File: src/rtl/ram40_rr_arbiter_if.sv
// Requester-side bundle of the block-RAM arbiter: packed per-requester
// request fields, one-hot grant/response strobes and shared read data.
interface ram40_rr_arbiter_if #(
  parameter int NUM_REQ   = 4,
  parameter int ADDR_BITS = 8,
  parameter int DATA_BITS = 16
);
  logic [NUM_REQ-1:0]           req_valid;
  logic [NUM_REQ-1:0]           req_we;
  logic [NUM_REQ*ADDR_BITS-1:0] req_addr;
  logic [NUM_REQ*DATA_BITS-1:0] req_wdata;
  logic [NUM_REQ*DATA_BITS-1:0] req_mask;
  logic [NUM_REQ-1:0]           req_ready;
  logic [NUM_REQ-1:0]           rsp_valid;
  logic [DATA_BITS-1:0]         rsp_rdata;

  modport master (
    output req_valid, req_we, req_addr, req_wdata, req_mask,
    input  req_ready, rsp_valid, rsp_rdata
  );

  modport slave (
    input  req_valid, req_we, req_addr, req_wdata, req_mask,
    output req_ready, rsp_valid, rsp_rdata
  );
endinterface

File: src/rtl/ram40_rr_arbiter.sv
// Round-robin arbiter sharing one SB_RAM40_4K between NUM_REQ requesters;
// zero-fills the RAM after every reset before the first grant.
module ram40_rr_arbiter #(
  parameter int NUM_REQ   = 4,
  parameter int ADDR_BITS = 8,
  parameter int DATA_BITS = 16
) (
  input  logic                 clk,
  input  logic                 resetn,
  ram40_rr_arbiter_if.slave    bus,
  output logic                 init_done,
  output logic [ADDR_BITS-1:0] ram_waddr,
  output logic [ADDR_BITS-1:0] ram_raddr,
  output logic [DATA_BITS-1:0] ram_wdata,
  output logic [DATA_BITS-1:0] ram_mask,
  output logic                 ram_we,
  output logic                 ram_re,
  input  logic [DATA_BITS-1:0] ram_rdata
);

  localparam int PTR_W = (NUM_REQ > 1) ? $clog2(NUM_REQ) : 1;
  localparam int DEPTH = 1 << ADDR_BITS;
  localparam logic [ADDR_BITS:0] LAST_ADDR = (ADDR_BITS+1)'(DEPTH - 1);
  localparam logic [PTR_W-1:0]   LAST_REQ  = PTR_W'(NUM_REQ - 1);

  typedef enum logic {INIT, RUN} state_t;

  state_t               state;
  logic [ADDR_BITS:0]   init_cnt;
  logic [PTR_W-1:0]     rr_ptr;
  logic                 rd_pend;
  logic [PTR_W-1:0]     rd_id;
  logic [ADDR_BITS-1:0] last_waddr;
  logic [ADDR_BITS-1:0] last_raddr;
  logic [DATA_BITS-1:0] last_wdata;
  logic [DATA_BITS-1:0] last_mask;

  logic                 grant_any;
  logic [PTR_W-1:0]     grant_id;
  int                   idx;
  logic                 transfer;
  logic                 g_we;
  logic [ADDR_BITS-1:0] g_addr;
  logic [DATA_BITS-1:0] g_wdata;
  logic [DATA_BITS-1:0] g_mask;

  // Scan from rr_ptr upward with explicit wrap so non-power-of-2 counts work.
  // NOTE: every always_comb output gets a default first so no latch is inferred.
  always_comb begin
    grant_any = 1'b0;
    grant_id  = '0;
    idx       = 0;
    for (int i = 0; i < NUM_REQ; i++) begin
      idx = int'(rr_ptr) + i;
      if (idx >= NUM_REQ) idx = idx - NUM_REQ;
      if (!grant_any && bus.req_valid[idx]) begin
        grant_any = 1'b1;
        grant_id  = PTR_W'(idx);
      end
    end
  end

  assign transfer = (state == RUN) && grant_any;
  assign g_we     = bus.req_we[grant_id];
  assign g_addr   = bus.req_addr[int'(grant_id)*ADDR_BITS +: ADDR_BITS];
  assign g_wdata  = bus.req_wdata[int'(grant_id)*DATA_BITS +: DATA_BITS];
  assign g_mask   = bus.req_mask[int'(grant_id)*DATA_BITS +: DATA_BITS];

  always_comb begin
    bus.req_ready = '0;
    if (transfer) bus.req_ready[grant_id] = 1'b1;
  end

  always_comb begin
    bus.rsp_valid = '0;
    if (rd_pend) bus.rsp_valid[rd_id] = 1'b1;
  end

  assign bus.rsp_rdata = ram_rdata;

  // Address/data buses fall back to the held values on idle cycles.
  always_comb begin
    ram_we    = 1'b0;
    ram_re    = 1'b0;
    ram_waddr = last_waddr;
    ram_raddr = last_raddr;
    ram_wdata = last_wdata;
    ram_mask  = last_mask;
    if (state == INIT) begin
      ram_we    = 1'b1;
      ram_waddr = init_cnt[ADDR_BITS-1:0];
      ram_wdata = '0;
      ram_mask  = '0;
    end else if (transfer) begin
      if (g_we) begin
        ram_we    = 1'b1;
        ram_waddr = g_addr;
        ram_wdata = g_wdata;
        ram_mask  = g_mask;
      end else begin
        ram_re    = 1'b1;
        ram_raddr = g_addr;
      end
    end
  end

  // NOTE: sequential state is assigned with non-blocking (<=) only.
  always_ff @(posedge clk or negedge resetn) begin
    if (!resetn) begin
      state      <= INIT;
      init_cnt   <= '0;
      rr_ptr     <= '0;
      rd_pend    <= 1'b0;
      rd_id      <= '0;
      init_done  <= 1'b0;
      last_waddr <= '0;
      last_raddr <= '0;
      last_wdata <= '0;
      last_mask  <= '0;
    end else begin
      last_waddr <= ram_waddr;
      last_raddr <= ram_raddr;
      last_wdata <= ram_wdata;
      last_mask  <= ram_mask;
      rd_pend    <= transfer && !g_we;
      rd_id      <= grant_id;
      case (state)
        INIT: begin
          init_cnt <= init_cnt + 1'b1;
          if (init_cnt == LAST_ADDR) begin
            state     <= RUN;
            init_done <= 1'b1;
          end
        end
        RUN: begin
          if (transfer) rr_ptr <= (grant_id == LAST_REQ) ? '0 : grant_id + 1'b1;
        end
        default: state <= INIT;
      endcase
    end
  end

endmodule

File: src/flat_wrapper.sv
// flat-port wrapper written by rule: the top's interface ports become plain ports
module ram40_rr_arbiter_flat 
#(
  parameter int NUM_REQ   = 4,
  parameter int ADDR_BITS = 8,
  parameter int DATA_BITS = 16
)
  (clk, resetn, init_done, ram_waddr, ram_raddr, ram_wdata, ram_mask, ram_we, ram_re, ram_rdata, bus_req_valid, bus_req_we, bus_req_addr, bus_req_wdata, bus_req_mask, bus_req_ready, bus_rsp_valid, bus_rsp_rdata);
  ram40_rr_arbiter_if #(.NUM_REQ(NUM_REQ), .ADDR_BITS(ADDR_BITS), .DATA_BITS(DATA_BITS)) bus_i ();
  input  logic clk;
  input  logic resetn;
  output logic init_done;
  output logic [ADDR_BITS-1:0] ram_waddr;
  output logic [ADDR_BITS-1:0] ram_raddr;
  output logic [DATA_BITS-1:0] ram_wdata;
  output logic [DATA_BITS-1:0] ram_mask;
  output logic ram_we;
  output logic ram_re;
  input  logic [DATA_BITS-1:0] ram_rdata;
  input wire logic [$bits(bus_i.req_valid)-1:0] bus_req_valid;
  input wire logic [$bits(bus_i.req_we)-1:0] bus_req_we;
  input wire logic [$bits(bus_i.req_addr)-1:0] bus_req_addr;
  input wire logic [$bits(bus_i.req_wdata)-1:0] bus_req_wdata;
  input wire logic [$bits(bus_i.req_mask)-1:0] bus_req_mask;
  output wire logic [$bits(bus_i.req_ready)-1:0] bus_req_ready;
  output wire logic [$bits(bus_i.rsp_valid)-1:0] bus_rsp_valid;
  output wire logic [$bits(bus_i.rsp_rdata)-1:0] bus_rsp_rdata;
  assign bus_i.req_valid = bus_req_valid;
  assign bus_i.req_we = bus_req_we;
  assign bus_i.req_addr = bus_req_addr;
  assign bus_i.req_wdata = bus_req_wdata;
  assign bus_i.req_mask = bus_req_mask;
  assign bus_req_ready = bus_i.req_ready;
  assign bus_rsp_valid = bus_i.rsp_valid;
  assign bus_rsp_rdata = bus_i.rsp_rdata;
  ram40_rr_arbiter #(.NUM_REQ(NUM_REQ), .ADDR_BITS(ADDR_BITS), .DATA_BITS(DATA_BITS)) u_core (.clk(clk), .resetn(resetn), .bus(bus_i), .init_done(init_done), .ram_waddr(ram_waddr), .ram_raddr(ram_raddr), .ram_wdata(ram_wdata), .ram_mask(ram_mask), .ram_we(ram_we), .ram_re(ram_re), .ram_rdata(ram_rdata));
endmodule
File: config.mk
export PLATFORM = sky130hd
export DESIGN_NAME = ram40_rr_arbiter_flat
export DESIGN_NICKNAME = d
export VERILOG_FILES = /design/src/rtl/ram40_rr_arbiter_if.sv /design/src/rtl/ram40_rr_arbiter.sv /design/src/flat_wrapper.sv
export SDC_FILE = /design/constraint.sdc
export NUM_CORES = 1
export LEC_CHECK = 0
export ABC_AREA = 1
export BUFFER_PORTS_ARGS = -buffer_cell sky130_fd_sc_hd__buf_2
export CORE_ASPECT_RATIO = 1.5
export CORE_MARGIN = 3
export CORE_UTILIZATION = 35
export DETAILED_ROUTE_END_ITERATION = 16
export PLACE_DENSITY_LB_ADDON = 0.3
export SYNTH_ARGS = -nofsm -noshare
export SYNTH_HDL_FRONTEND = slang
export SYNTH_SLANG_ARGS = --single-unit
export TNS_END_PERCENT = 30
File: constraint.sdc
create_clock -name clk -period 3.2 [get_ports clk]
set_input_delay 0.64 -clock clk [delete_from_list [all_inputs] [get_ports clk]]
set_output_delay 0.64 -clock clk [all_outputs]
set_load 0.02 [all_outputs]
# Word level (Yosys, flattened, before mapping)
# Cells that the tools add are included.
op_classes:
  n_addsub: 9
  shifts: 3
  eq_ne: 2
  n_reduce_logical: 13
  n_mux: 53
  order_cmp: 12
  bitwise: 1
op_table:
  columns: ["operator", "count"]
  rows:
  - ["$lt 32x4->1 const B", 4]
  - ["$mux 32", 4]
  - ["$shiftx 64x7->16", 2]
  - ["$ge 32x4->1 const B", 3]
  - ["$mux 16", 6]
  - ["$sub 32x4->32 const B", 3]
  - ["$mux 8", 6]
  - ["$shiftx 32x6->8", 1]
  - ["$mux 1", 23]
  - ["$bmux 1 s2", 5]
  - ["$mux 2", 5]
  - ["$add 9x1->9 const B", 1]
  - ["$eq 9x8->1 const B", 1]
  - ["$mux 4", 2]
  - ["$logic_and 1x1->1", 7]
  - ["$add 2x2->3 const B", 2]
  - ["$lt 2x3->1 const B", 2]
  - ["$demux 1 s2", 2]
  - ["$ge 2x1->1 const B", 2]
  - ["$logic_not 1->1", 4]
  - ["$reduce_and 2->1", 2]
  - ["$sub 2x3->4 const B", 1]
  - ["$add 2x1->3 const B", 1]
  - ["$ge 2x3->1 const B", 1]
  - ["3 further kinds", 3]
word_totals:
  regBits: 64
  input_bits: 186
  word_cells: 103
  output_inout_bits: 75

# Longest topological paths before layout
depth:
  word_depth: 20
  depth_mapped: 16
  mapped_depth_nobuf: 16

# Least setup slack after synthesis
# Ideal clock, no wire load.
synth_path:
  kind: "input to output"
  start: "in bus_req_valid[3]"
  end: "out ram_waddr[0]"
  arrival_ps: 2171
  slack_ps: 389
  required_ps: 2560
  path_stages: 13
  path_buffers: 0
  path_cell_list: "inv_1 > nand2_1 > nand3_1 > nand2_1 > nor2_4 > nand3_4 > nand3_4 > nand2_1 > nand3_2 > nand3_4 > nand2_1 > nor2_1 > nor2_1"
synth_between:
  elab_chain_len: 18
  elab_cells_between_ends: 33
  classes_between: "1 x shift; 25 x mux; 7 x reduce/logical"
synth_lines:
  columns: ["item", "line_no", "rtl"]
  rows:
  - ["start, declared", "flat_wrapper.sv:20", "input wire logic [$bits(bus_i.req_valid)-1:0] bus_req_valid;"]
  - ["parallel branches: the longest is 16 deep, another holds $bmux 1 s2", null, null]
  - ["$mux 8 (*)", "ram40_rr_arbiter.sv:94", "end else if (transfer) begin"]
  - ["$mux 8 (*)", "ram40_rr_arbiter.sv:89", "if (state == INIT) begin"]
  - ["end, declared", "flat_wrapper.sv:13", "output logic [ADDR_BITS-1:0] ram_waddr;"]
# Mark *: on every way between the ends. The select of a mux whose other input is x is not followed.

# Worst setup path in the final report
layout_path:
  start: "reg u_core.rr_ptr[0]"
  end: "out ram_wdata[10]"
layout_between:
  elab_chain_len: 20
  elab_cells_between_ends: 48
  classes_between: "7 x add/sub; 4 x order compare; 1 x shift; 29 x mux; 7 x reduce/logical"
layout_lines:
  columns: ["item", "line_no", "rtl"]
  rows:
  - ["start, declared", "ram40_rr_arbiter.sv:30", "logic [PTR_W-1:0] rr_ptr;"]
  - ["start signal, assigned", "ram40_rr_arbiter.sv:136", "if (transfer) rr_ptr <= (grant_id == LAST_REQ) ? '0 : grant_id + 1'b1;"]
  - ["parallel branches: the longest is 18 deep, another holds $sub 32x4->32", null, null]
  - ["$mux 16 (*)", "ram40_rr_arbiter.sv:94", null]
  - ["$mux 16 (*)", "ram40_rr_arbiter.sv:89", null]
  - ["end, declared", "flat_wrapper.sv:15", "output logic [DATA_BITS-1:0] ram_wdata;"]
# Marks and branches as above.

==> run summary <==
clk buf depth -> 2
hpwl dp -> 11600 um
synth unique cells -> 23
RSZ-0062 raised after global routing -> yes
CTS Sinks -> 64
num rows -> 50
Ant. Diodes -> 0
status -> finished, violations left
RR Endpoint -> u_core.last_mask[8]$_DFF_PN0_
Pleak -> 0.00411 uW
CTS root buffer -> clkbuf_16
fin crit share -> 1.02
initial antenna violation count -> 0
Mapped Area -> 0.00448 sq mm
# Max-Cap Violations -> 0
failing checks -> negative setup slack
Placed Area -> 0.00575 sq mm
Crit Reg-Reg Startpoint -> u_core.rr_ptr[0]$_DFFE_PN0P_
Crit Path Max Fanout -> 7
commonest non-fill, non-tap cells in the layout -> 245 x nand2_1, 179 x buf_2, 93 x nand3_1
Power Density -> 330 mW/mm^2
max-slew violation count -> 0
Post-Syn Area per Cell -> 6.46 sq um
first-pass GRT wire length -> 24700 um
Via density -> 5.06
DRT iter0 DRCs -> 176
worst setup margin -> -0.0734 ns
WP data required -> 2.56 ns
Crit Path Class -> register to output port
placer congestion estimate -> 0.836
GRT Total Usage -> 0.218
via count -> 5581
Die ar. -> 0.0142 sq mm
R2R Setup Slk -> 0.77 ns
top_reg_cell synth -> dfrtp_1
Antenna Nets Post-Route -> 0
Clk pin slew, worst setup/hold paths -> 0.06 ns
fin area -> 0.00763 sq mm
commonest non-fill, non-tap cell in the layout -> nand2_1
Seq/Total Area, Yosys -> 0.357
latest clock arrival within the worst-skew pair -> 0.33 ns
Synth top area share -> 0.357
Die W -> 98.4 um
Area contributors post-synth -> dfrtp_1 36%, nand2_1 24%, nand3_1 15%
H-tree levels -> 3
final worst path period need -> 3.27 ns
crit path DAT -> 2.63 ns
CORE AREA -> 0.0125 sq mm
Slew HR -> 0.414
Startpoint Class -> register
largest net degree at the start of global routing -> 40
final setup fails -> 34
Async SR Flop Fraction -> 1.00
DR DRC count -> 0
area delta synth->final -> 70.4%
Setup crit end kind -> output port
Peak Freq -> 305 MHz
vias in the first global route -> 5250
share of cells above drive strength 1 -> 0.475
Post-Route Skew -> 0.00471 ns
IO Count -> 261
number of I/O port buffers -> 228
Post-Synthesis Cells -> 694
NumNets Final -> 1134
Layout fillers -> 1162
first drt pass iteration count -> 6
TritonCTS buffer count -> 9
Routed wire per std cell -> 15.8 um
Die Height -> 145 um
final hold vios -> 0
Peak VDD IR -> 0.262 mV
Net Count, Synth -> 886
Post-synth EDFFs -> 0
# hold bufs at CTS -> 0
largest area contributor in the netlist -> dfrtp_1
Hold Crit Class -> primary input to async pin
Synth Register Bits -> 64
CTS tree -> done
Starting Density -> 0.358
Final Non-Filler Cells -> 1103
drt total wl -> 17400 um
worst r2r path cells -> 16
total gr overflow -> 0
Ys Warns -> 0
Cells after DPL -> 1048
Least-Margin Pin Slew -> 0.879 ns
[layout make-up]
class / instances / area [sq um] / area share
multi-input combinational: 521 / 3020 / 0.396
timing repair buffer: 292 / 2240 / 0.293
sequential: 64 / 1600 / 0.210
clock buffer: 10 / 239 / 0.0313
inverter: 53 / 216 / 0.0284
tap: 156 / 195 / 0.0256
clock inverter: 6 / 115 / 0.0151
timing repair inverter: 1 / 7.51 / 0.000983
[synthesized netlist by cell type, types with 3 or more instances]
master	instances
inv_2	7
o21ai_0	5
nand2_1	288
nor2_1	25
buf_1	4
nand3_4	3
nand4_1	5
buf_4	25
dfrtp_1	64
nand3_1	137
nor3_1	6
inv_1	46
clkbuf_1	4
o21ai_1	33
buf_2	23
xor2_1	3
ha_1	6
nand2_2	3
[how the worst max path moves through the flow]
stage	startpoint	slack [ns]	to
2_1_floorplan	bus_req_valid[3]	0.39	ram_waddr[0]
3_3_place_gp	bus_req_valid[1]	0.009	ram_waddr[7]
3_5_place_dp	bus_req_valid[1]	-0.02	ram_waddr[0]
4_1_cts	u_core.rr_ptr[0]$_DFFE_PN0P_	-0.05	ram_wdata[7]
5_1_grt	u_core.rr_ptr[0]$_DFFE_PN0P_	-0.25	ram_wdata[10]
6_report	u_core.rr_ptr[0]$_DFFE_PN0P_	-0.07	ram_wdata[10]
[logic make-up (layout without fill, tap and decap cells)]
group           Yosys count  in the layout  synth area share
flops                    64             64             0.357
simple gates            471            471             0.453
fa+ha+maj                 6              6            0.0168
compound gates           39             39            0.0441
xor+xnor                  5              5           0.00978
buf+inv                 109            362             0.119
[layer usage]
metal,share of wire,global-route usage
met4,0.055,0.125
met3,0.070,0.0458
met1,0.35,0.230
met5,0,0
met2,0.53,0.398
[per-stage QoR]
stage               setup TNS, ns  total power [uW]  utilization  worst slack [ns]  hold WS [ns]
global route                -8.73              2630        0.610            -0.251         0.491
floorplan                       0              1080            -             0.389         0.344
detailed placement        -0.0631              1230        0.460           -0.0170         0.465
global placement                0              1240        0.460           0.00863         0.454
finish                      -1.09              2520        0.610           -0.0734         0.432
CTS                        -0.640              2450        0.541           -0.0485         0.446
[state kept, by name, indices dropped and copies added (netlist names)]
signal	count
u_core.rd_pend	1
u_core.last_raddr	8
u_core.rd_id	2
u_core.init_done	1
u_core.last_waddr	8
u_core.state	1
u_core.init_cnt	9
u_core.last_wdata	16
u_core.last_mask	16
u_core.rr_ptr	2
[critical path, stage by stage, from the launching register on]
cell and delay [ns]:
dfrtp_2 0.47, buf_6 0.16, nand2_1 0.06, nand2_1 0.07, nand2_2 0.08, nand2_2 0.07, nor2_4 0.16, nand3_4 0.12
nand3_4 0.12, buf_12 0.16, buf_12 0.14, clkbuf_16 0.15, nand2_1 0.05, nand3_1 0.07, nand2_1 0.08, o21ai_2 0.18
buf_6 0.15
[what timing repair did]
action                                  4_1_cts  5_1_grt
pin swaps                                     9       45
resized for setup                           136      136
hold endpoints to repair                      0        0
endpoints found under the setup margin       50       53
gates cloned                                  5        7
buffers inserted                             10       19
[power by group]
part | switching [uW] | internal (uW)
Combinational | 306 | 237
Clock | 378 | 786
Sequential | 1.39 | 811
Power figures use the tool's default switching activity.
